--- src/rtl/led_cube_scan_driver.sv ---
// ---------------------------------------------------------------------------
// led_cube_scan_driver
// Multiplexed scan driver for an LED wall/cube. Holds a double-buffered frame
// of LAYERS x LATCHES x DATA_W bits. Each layer slot is one BLANK cycle, then
// every column latch is loaded over the shared data bus (setup / strobe / hold),
// then the layer is driven for DWELL_CYCLES cycles. The producer writes the back
// bank; a requested swap takes effect on the frame_done cycle.
// Optional feature macro: BRIGHTNESS_PWM_EN adds a brightness[7:0] input that
// limits how many DRIVE cycles the layer enable is actually high.
// ---------------------------------------------------------------------------
module led_cube_scan_driver #(
    parameter int LAYERS       = 8,
    parameter int LATCHES      = 8,
    parameter int DATA_W       = 8,
    parameter int DWELL_CYCLES = 50000,
    parameter int LATCH_PULSE  = 4
) (
    input  logic                                          clk,
    input  logic                                          rst_n,
    input  logic                                          en,
    input  logic                                          wr_en,
    input  logic [$clog2(LAYERS)-1:0]                     wr_layer,
    input  logic [((LATCHES > 1) ? $clog2(LATCHES) : 1)-1:0] wr_latch,
    input  logic [DATA_W-1:0]                             wr_data,
    input  logic                                          swap_req,
`ifdef BRIGHTNESS_PWM_EN
    input  logic [7:0]                                    brightness,
`endif
    output logic                                          swap_ack,
    output logic                                          frame_done,
    output logic [DATA_W-1:0]                             data_out,
    output logic [LATCHES-1:0]                            latch_out,
    output logic [LAYERS-1:0]                             layer_out
);

    localparam int LY_W = $clog2(LAYERS);
    localparam int LT_W = (LATCHES > 1) ? $clog2(LATCHES) : 1;
    localparam int PH_W = $clog2(LATCH_PULSE + 2);
    localparam int DW_W = $clog2(DWELL_CYCLES + 1);

    localparam logic [LY_W-1:0] LAYER_LAST = LY_W'(LAYERS - 1);
    localparam logic [LT_W-1:0] LATCH_LAST = LT_W'(LATCHES - 1);
    localparam logic [PH_W-1:0] PH_HOLD    = PH_W'(LATCH_PULSE + 1);
    localparam logic [DW_W-1:0] DWELL_LAST = DW_W'(DWELL_CYCLES - 1);

    localparam logic [1:0] S_IDLE  = 2'd0;
    localparam logic [1:0] S_BLANK = 2'd1;
    localparam logic [1:0] S_LOAD  = 2'd2;
    localparam logic [1:0] S_DRIVE = 2'd3;

    logic [1:0]      state_q, state_d;
    logic [LY_W-1:0] layer_q, layer_d;
    logic [LT_W-1:0] latch_q, latch_d;
    logic [PH_W-1:0] phase_q, phase_d;
    logic [DW_W-1:0] dwell_q, dwell_d;
    logic            front_q, front_d;
    logic            pend_q, pend_d;
    logic [DATA_W-1:0] data_q, data_d;
    logic            load_last;
    logic            drive_on;
    logic            wr_ok;
    logic [DATA_W-1:0] front_word;

    // Bank 0/1 storage; front_q selects the bank being scanned.
    logic [1:0][LAYERS-1:0][LATCHES-1:0][DATA_W-1:0] bank_q, bank_d;

    assign front_word = bank_q[front_q][layer_q][latch_q];
    assign wr_ok      = wr_en
                     && ({1'b0, wr_layer} < (LY_W + 1)'(LAYERS))
                     && ({1'b0, wr_latch} < (LT_W + 1)'(LATCHES));
    assign frame_done = (state_q == S_DRIVE) && (dwell_q == DWELL_LAST)
                     && (layer_q == LAYER_LAST);
    assign swap_ack   = frame_done && (pend_q || swap_req);

`ifdef BRIGHTNESS_PWM_EN
    localparam logic [DW_W+7:0] DWELL_EXT = (DW_W + 8)'(DWELL_CYCLES);
    logic [DW_W+7:0] pwm_prod;
    logic [DW_W-1:0] on_q, on_d;

    assign pwm_prod = DWELL_EXT * {{DW_W{1'b0}}, brightness};
    assign on_d     = load_last ? pwm_prod[DW_W+7:8] : on_q;
    assign drive_on = (dwell_q < on_q);

    // On-time register, sampled as the layer enters DRIVE.
    always_ff @(posedge clk or negedge rst_n) begin
        if (!rst_n) on_q <= '0;
        else        on_q <= on_d;
    end
`else
    assign drive_on = 1'b1;
`endif

    // Scan sequencer: BLANK -> LOAD (setup/strobe/hold per latch) -> DRIVE.
    always_comb begin
        // NOTE: every always_comb output gets a default first so no latch is inferred.
        state_d   = state_q;
        layer_d   = layer_q;
        latch_d   = latch_q;
        phase_d   = phase_q;
        dwell_d   = dwell_q;
        load_last = 1'b0;
        case (state_q)
            S_IDLE: begin
                layer_d = '0;
                if (en) state_d = S_BLANK;
            end
            S_BLANK: begin
                state_d = S_LOAD;
                latch_d = '0;
                phase_d = '0;
            end
            S_LOAD: begin
                if (phase_q == PH_HOLD) begin
                    phase_d = '0;
                    if (latch_q == LATCH_LAST) begin
                        state_d   = S_DRIVE;
                        dwell_d   = '0;
                        load_last = 1'b1;
                    end else begin
                        latch_d = latch_q + 1'b1;
                    end
                end else begin
                    phase_d = phase_q + 1'b1;
                end
            end
            S_DRIVE: begin
                if (dwell_q == DWELL_LAST) begin
                    state_d = S_BLANK;
                    layer_d = (layer_q == LAYER_LAST) ? '0 : layer_q + 1'b1;
                end else begin
                    dwell_d = dwell_q + 1'b1;
                end
            end
            default: state_d = S_IDLE;
        endcase
        if (!en) begin
            state_d = S_IDLE;
            layer_d = '0;
        end
    end

    // Bank select, sticky swap request, held data word and back-bank writes.
    always_comb begin
        front_d = front_q ^ swap_ack;
        pend_d  = swap_ack ? 1'b0 : (pend_q | swap_req);
        data_d  = (state_q == S_LOAD) ? front_word : data_q;
        bank_d  = bank_q;
        if (wr_ok) bank_d[~front_q][wr_layer][wr_latch] = wr_data;
    end

    // State registers; reset aborts any scan in progress.
    always_ff @(posedge clk or negedge rst_n) begin
        if (!rst_n) begin
            state_q <= S_IDLE;
            layer_q <= '0;
            latch_q <= '0;
            phase_q <= '0;
            dwell_q <= '0;
            front_q <= 1'b0;
            pend_q  <= 1'b0;
            data_q  <= '0;
            // NOTE: the frame banks are reset too, so a fresh scan shows a dark frame.
            bank_q  <= '0;
        end else begin
            // NOTE: non-blocking assignments keep all registers updating in parallel.
            state_q <= state_d;
            layer_q <= layer_d;
            latch_q <= latch_d;
            phase_q <= phase_d;
            dwell_q <= dwell_d;
            front_q <= front_d;
            pend_q  <= pend_d;
            data_q  <= data_d;
            bank_q  <= bank_d;
        end
    end

    // Output decode: strobes only in the pulse phase, layer only in DRIVE.
    always_comb begin
        latch_out = '0;
        layer_out = '0;
        if (state_q == S_LOAD && phase_q != '0 && phase_q != PH_HOLD)
            latch_out[latch_q] = 1'b1;
        if (state_q == S_DRIVE && drive_on)
            layer_out[layer_q] = 1'b1;
        case (state_q)
            S_IDLE:  data_out = '0;
            S_LOAD:  data_out = front_word;
            default: data_out = data_q;
        endcase
    end

endmodule
--- config.mk ---
export PLATFORM = sky130hd
export DESIGN_NAME = led_cube_scan_driver
export DESIGN_NICKNAME = d
export VERILOG_FILES = /design/src/rtl/led_cube_scan_driver.sv
export SDC_FILE = /design/constraint.sdc
export NUM_CORES = 2
export LEC_CHECK = 0
export ABC_AREA = 1
export BUFFER_PORTS_ARGS = -buffer_cell sky130_fd_sc_hd__buf_2
export CAP_MARGIN = 15
export CORE_MARGIN = 5
export CORE_UTILIZATION = 45
export DETAILED_ROUTE_END_ITERATION = 7
export GPL_TIMING_DRIVEN = 0
export PLACE_DENSITY_LB_ADDON = 0.2
export SLEW_MARGIN = 10
export SYNTH_ARGS = -nofsm -noshare
export SYNTH_HDL_FRONTEND = slang
export SYNTH_SLANG_ARGS = --single-unit
--- constraint.sdc ---
create_clock -name clk -period 2.1 [get_ports clk]
set_clock_uncertainty 0.1 [all_clocks]
set_input_delay 0.42 -clock clk [delete_from_list [all_inputs] [get_ports clk]]
set_output_delay 0.42 -clock clk [all_outputs]
set_load 0.01 [all_outputs]
Word level (Yosys, flattened, before mapping) --
Cells that the tools add are included.
Word-level totals: output and inout port bits 26, bits of input ports 19, word-level logic and storage cells 228, register bits 1061
Cells by class: bitwise operators 3, reductions and logical operators 19, muxes and demuxes 39, eq/ne operators 16, magnitude comparators 11, $add $sub $neg 4
Operators by type and width (number):
- $mux 512 | 3
- $bwmux 1024 | 1
- $demux 512 s1 | 1
- $bmux 64 s3 | 1
- $demux 64 s3 | 1
- $mux 64 | 2
- $mux 16 | 3
- $mux 8 | 4
- $pmux 16 s2 | 1
- $bmux 8 s3 | 1
- $demux 8 s3 | 1
- $mux 3 | 6
- $pmux 3 s2 | 3
- $add 16x1->16 const B | 1
- $eq 16x16->1 const B | 1
- $lt 3x4->1 const B | 4
- $pmux 8 s2 | 1
- $ge 3x1->1 const B | 4
- $logic_and 1x1->1 | 10
- $add 3x1->3 const B | 3
- $eq 3x3->1 const B | 3
- $ne 3x3->1 const B | 3
- $mux 2 | 4
- $ne 2x2->1 const B | 4
- 19 further kinds | 26

Depth between registers and ports, before layout --
depth after elaboration 9, gate-level depth with buffers 18

Worst setup path before layout --
OpenSTA, ideal clock, no wires.
path type reg-to-output, start register layer_q[0], end output data_out[7], cell stages (with the launch flop) 16, buffers on the path 3, path slack -105 ps, arrival 1685 ps, cell sequence dfrtp_1 -> buf_4 -> inv_2 -> buf_2 -> clkbuf_1 -> nor2_1 -> o21ai_1 -> nand2_1 -> a21oi_1 -> nand2_1 -> nand3_1 -> nand2_1 -> inv_1 -> nand2_1 -> nand2_1 -> nand2_1
Between the ends: word-level cells in the longest chain between the ends 5
Ends and longest elaborated chain:
- from (decl) | RTL line 52 | logic [LY_W-1:0] layer_q, layer_d;
- from (signal assigned) | RTL line 167 | layer_q <= layer_d;
- $bmux 64 s3 | RTL line 67 | assign front_word = bank_q[front_q][layer_q][latch_q];
- $mux 64 (not written as such) | RTL line 67
- $bmux 8 s3 | RTL line 67
- $mux 8 (not written as such) | RTL line 67
- $pmux 8 s2 | RTL line 186 | case (state_q)
- to (decl) | RTL line 31 | output logic [DATA_W-1:0] data_out,
Every way passes these cells. The select of a mux whose other input is x is not followed.

Worst setup path in the final report --
start register front_q, end output data_out[2]
Between the ends: word-level cells in the longest chain between the ends 7
Ends and longest elaborated chain:
- from (decl) | RTL line 56 | logic front_q, front_d;
- from (signal assigned) | RTL line 171 | front_q <= front_d;
- $mux 512 (not written as such) (2 in a row) | RTL line 67
- $bmux 64 s3 | RTL line 67
- $mux 64 (not written as such) | RTL line 67
- $bmux 8 s3 | RTL line 67
- $mux 8 (not written as such) | RTL line 67
- $pmux 8 s2 | RTL line 186
Every way passes these cells. The select of a mux whose other input is x is not followed.

==> flow_summary.html <==
<table>
<tr><th>Metric</th><th>Value</th></tr>
<tr><th colspan="2">Outcome</th></tr>
<tr><td>Result of the run</td><td>finished with violations</td></tr>
<tr><td>Failing checks</td><td>hold timing, setup timing</td></tr>
<tr><th colspan="2">Cells and area</th></tr>
<tr><td>Final #Nets</td><td>6,991</td></tr>
<tr><td>Fill cell count</td><td>10,300</td></tr>
<tr><td>Multi-input combinational cell area</td><td>0.0227 mm2</td></tr>
<tr><td>Share of post-route cells with drive strength above 1</td><td>17.6%</td></tr>
<tr><td>Register Area</td><td>0.0266 mm2</td></tr>
<tr><td>Area growth from synthesis to layout</td><td>25.8%</td></tr>
<tr><th colspan="2">Critical path</th></tr>
<tr><td>Kind of launch point of the worst setup path</td><td>flip-flop</td></tr>
<tr><td>Cell breakdown of the critical path</td><td>buf_12 &gt; inv_12 &gt; bufbuf_16 &gt; buf_16 &gt; buf_12 &gt; nand2_1 &gt; nand3_1 &gt; nand2_2 &gt; nand2_4 &gt; nand2_2 &gt; nor2_4 &gt; nand2_2 &gt; nand3_2 &gt; nand2_1 &gt; inv_1 &gt; nand2_1 &gt; nand2_1 &gt; nand2_2 &gt; buf_2</td></tr>
<tr><td>Launch point of the critical path</td><td>front_q</td></tr>
<tr><td>WP buf/inv</td><td>7</td></tr>
<tr><td>Worst-path cell with the longest stage delay</td><td>sky130_fd_sc_hd__dfrtp_1</td></tr>
<tr><td>Slowest cell delay on critical path</td><td>0.40 ns</td></tr>
<tr><td>Endpoint kind of the worst setup timing path</td><td>output port</td></tr>
<tr><td>Kind of critical path</td><td>reg2out</td></tr>
<tr><td>Worst Path Required</td><td>1.58 ns</td></tr>
<tr><td>Reg-to-reg critical path startpoint</td><td>front_q</td></tr>
<tr><td>Maximum fanout along the worst path</td><td>9</td></tr>
<tr><td>Signal arrival time at the worst endpoint</td><td>3.34 ns</td></tr>
<tr><td>Top delay family on crit path</td><td>simple AND/OR/NAND/NOR gates</td></tr>
<tr><th colspan="2">Floorplan</th></tr>
<tr><td>Area of the core region</td><td>0.111 mm2</td></tr>
<tr><td>Count of pins on the block boundary</td><td>45</td></tr>
<tr><td>Initial cell density of the core</td><td>45.3%</td></tr>
<tr><td>Height of the chip</td><td>344 um</td></tr>
<tr><td>Die footprint</td><td>0.118 mm2</td></tr>
<tr><td>Number of core rows</td><td>122</td></tr>
<tr><td>Width of the die</td><td>344 um</td></tr>
<tr><th colspan="2">Clock network</th></tr>
<tr><td>Num CTS Buffers</td><td>117</td></tr>
<tr><td>Clock slew at reported path FFs</td><td>0.06 ns</td></tr>
<tr><td>Total clock sinks</td><td>1,061</td></tr>
<tr><td>Number of buffers added to fix hold violations after cts</td><td>2</td></tr>
<tr><td>Buffer levels on the longest clock path</td><td>3</td></tr>
<tr><td>Clock latency of the later-clocked register in the worst-skew pair</td><td>0.76 ns</td></tr>
<tr><td>Root buffer cell</td><td>sky130_fd_sc_hd__clkbuf_16</td></tr>
<tr><td>TritonCTS clock tree</td><td>done</td></tr>
<tr><td>Depth of the CTS H-tree</td><td>3</td></tr>
<tr><th colspan="2">Routing</th></tr>
<tr><td>Average wire length per cell after detail routing</td><td>31.3 um</td></tr>
<tr><td>DRT met1 WL</td><td>98,900 um</td></tr>
<tr><td>Topmost layer with routed signal wires</td><td>met5</td></tr>
<tr><td>Via Count</td><td>51,500</td></tr>
<tr><td>Number of remaining DRC errors</td><td>0</td></tr>
<tr><td>DR WL met3</td><td>40,400 um</td></tr>
<tr><td>Met2 wirelength from detailed routing</td><td>105,000 um</td></tr>
<tr><td>Total wirelength of the detailed-routed design</td><td>268,000 um</td></tr>
<tr><td>Via-to-Cell Ratio</td><td>6.02</td></tr>
<tr><td>DRT Pass-1 Iters</td><td>7</td></tr>
<tr><td>1st-iter DRT viols</td><td>8,576</td></tr>
<tr><td>Number of routed nets with antenna violations</td><td>0</td></tr>
<tr><th colspan="2">Logic synthesis</th></tr>
<tr><td>Synth warn</td><td>0</td></tr>
<tr><td>Post-synthesis sequential element count</td><td>1,061</td></tr>
<tr><td>Yosys cell types</td><td>30</td></tr>
<tr><td>Proportion of synthesized chip area in sequential cells</td><td>53.0%</td></tr>
<tr><td>Number of nets produced by synthesis</td><td>6,678</td></tr>
<tr><td>Count of mapped cells out of synthesis</td><td>6,650</td></tr>
<tr><td>Post-synthesis cell area</td><td>0.0501 mm2</td></tr>
<tr><td>Synthesized area per cell</td><td>7.54 um2</td></tr>
<tr><th colspan="2">Place</th></tr>
<tr><td>Half-perimeter wire length of the detailed placement result</td><td>184,000 um</td></tr>
<tr><td>Number of port buffers</td><td>44</td></tr>
<tr><td>Global placer's final weighted congestion</td><td>1.09</td></tr>
<tr><th colspan="2">STA</th></tr>
<tr><td>RSZ-0062 raised after global routing</td><td>yes</td></tr>
<tr><td>Final worst-path setup slack</td><td>-1.76 ns</td></tr>
<tr><td>Maximum clock frequency</td><td>259 MHz</td></tr>
<tr><td>Max-slew headroom</td><td>11.1%</td></tr>
<tr><td>Tcrit/Tclk final</td><td>184%</td></tr>
<tr><td>Slew of the pin with the lowest slew margin</td><td>1.33 ns</td></tr>
<tr><td>Final worst hold slack</td><td>-0.536 ns</td></tr>
<tr><td>Max-slew violation total from the final report</td><td>0</td></tr>
<tr><td>Final hold violations</td><td>181</td></tr>
<tr><td>Accumulated negative setup slack</td><td>-82.46 ns</td></tr>
<tr><td>Finish-stage setup viols</td><td>686</td></tr>
<tr><td>Final Critical Period</td><td>3.86 ns</td></tr>
<tr><th colspan="2">Global route</th></tr>
<tr><td>GRT Total Usage</td><td>43.9%</td></tr>
<tr><td>First-pass GRT wire length</td><td>360,000 um</td></tr>
<tr><td>Via count of the first global-routing pass</td><td>46,300</td></tr>
<tr><td>Pin count of the biggest net entering global routing</td><td>144</td></tr>
<tr><td>Overflow left after global routing</td><td>0</td></tr>
<tr><td>Initial antenna violation count</td><td>22</td></tr>
<tr><th colspan="2">Power and ir drop</th></tr>
<tr><td>Power density cells</td><td>972 mW/mm2</td></tr>
<tr><td>Peak supply drop</td><td>0.000744 V</td></tr>
<tr><td>Total power</td><td>61.3 mW</td></tr>
<tr><td>Leakage Power</td><td>30.2 nW</td></tr>
<tr><th colspan="2">Worst hold path</th></tr>
<tr><td>Path class of the lowest-slack min-delay path</td><td>in2async</td></tr>
<tr><th colspan="2">Flow run</th></tr>
<tr><td>Number of maximum-capacitance violations</td><td>0</td></tr>
</table>
[state kept, by name, indices dropped and copies added (netlist names)]
name / flops
bank_q: 1024
data_q: 8
pend_q: 1
dwell_q: 16
phase_q: 3
front_q: 1
state_q: 2
layer_q: 3
latch_q: 3
[cells in the mapped netlist, drive strengths merged]
cell	instances	share of area (%)
nor3	10	0.10
or2	5	0.062
nand2	2536	19
nand3	304	3.0
nand4	7	0.087
a21oi	94	0.94
o21ai	1283	13
inv	332	2.5
clkinv	1	0.0075
nor4	2	0.025
o211ai	2	0.040
o31ai	3	0.045
nor2	532	4.0
dfrtp	1061	53
a32o	1	0.020
buf	149	1.7
xor2	6	0.10
xnor2	1	0.017
ha	9	0.22
clkbuf	312	2.3
[layout make-up]
cell class	instances	share of cell area (%)
clock buffer	166	5.48
timing repair buffer	197	3.65
antenna	13	0.0516
buffer	458	6.72
tap	1488	2.95
multi-input combinational	4795	36.0
sequential	1061	42.1
clock inverter	51	0.950
inverter	333	2.06
[where the power goes]
group	total (mW)	internal, mW	switching (mW)
clock	22.1	12.8	9.34
sequential	23.3	22.2	1.12
combinational	15.9	4.47	11.4
total	61.3	39.4	21.9
[worst reg2reg max path, delay by kind of cell (launching register included)]
family | cells | cell delay, ns
AND/OR/NAND/NOR | 12 | 1.17
buffers and inverters | 6 | 0.91
flip-flops | 1 | 0.40
[per-layer routing]
metal | GRT usage [%] | vias to the layer above
li1 | - | 21900
met4 | 30.9 | 14
met1 | 57.5 | 25000
met2 | 58.6 | 3810
met5 | 1.31 | -
met3 | 17.6 | 847
[stage by stage]
step | hold WS, ns | util [%] | area, um2 | cells | setup slack, ns
CTS | -0.495 | 54.1 | 59900 | 8470 | -1.72
finish | -0.536 | 57.0 | 63100 | 8562 | -1.76
detailed placement | 0.319 | 47.6 | 52700 | 8202 | -2.35
global route | -0.435 | 57.0 | 63000 | 8550 | -1.73
floorplan | 0.0244 | - | 50200 | 6650 | -0.0788
global placement | 0.361 | 47.2 | 52200 | 8182 | -23.42
[placed cells by master, fill, tap and decap left out, types with 36 or more instances in the layout]
cell type                   synthesis  layout
sky130_fd_sc_hd__a21oi_1           94      65
sky130_fd_sc_hd__buf_12             0      72
sky130_fd_sc_hd__buf_2             97      88
sky130_fd_sc_hd__buf_4             28     123
sky130_fd_sc_hd__buf_6              5     107
sky130_fd_sc_hd__buf_8              1      43
sky130_fd_sc_hd__clkbuf_1         312     109
sky130_fd_sc_hd__clkbuf_16          0     132
sky130_fd_sc_hd__clkbuf_2           0      52
sky130_fd_sc_hd__clkbuf_8           0      46
sky130_fd_sc_hd__dfrtp_1         1061    1055
sky130_fd_sc_hd__inv_1            328     321
sky130_fd_sc_hd__nand2_1         2536    2269
sky130_fd_sc_hd__nand2_2            0     166
sky130_fd_sc_hd__nand2_4            0      81
sky130_fd_sc_hd__nand3_1          304     256
sky130_fd_sc_hd__nand3_2            0      36
sky130_fd_sc_hd__nor2_1           530     474
sky130_fd_sc_hd__o21ai_0         1191    1053
sky130_fd_sc_hd__o21ai_1           92     175
sky130_fd_sc_hd__o21ai_2            0      53
[worst paths after layout]
| kind | endpoint | slack, ns | depth (start not counted) |
|---|---|---|---|
| worst max-delay path | data_out[2] | -1.76 | 19 |
| worst min-delay path | bank_q[232] | -0.54 | 1 |
| worst max register to register | data_q[2] | -0.61 | 18 |
| worst min register to register | data_q[4] | 0.38 | 2 |
| max in group asynchronous | bank_q[308] | 0.38 | 5 |
| min in group clk | bank_q[946] | 0.20 | 5 |
[repair_timing]
action | in CTS | in global routing
resized for setup | 812 | 1140
pin swaps | 31 | 33
setup buffers | 42 | 39
cloned | 8 | 39
setup endpoints to repair | 1527 | 1498
endpoints found under the hold margin | 111 | 106
[logic make-up (layout without fill, tap and decap cells)]
group / Yosys count / in the layout / synth area share [%]
xor gates and xnor gates: 7 / 7 / 0.122
other: 0 / 13 / 0
DFF: 1061 / 1061 / 53.0
buffers and inverters: 794 / 1205 / 6.50
adders and majority gates: 9 / 9 / 0.225
AOI/OAI and AO/OA: 1383 / 1383 / 13.9
and+or+nand+nor: 3396 / 3396 / 26.3
Note: power is estimated with default switching activity, not from simulation.
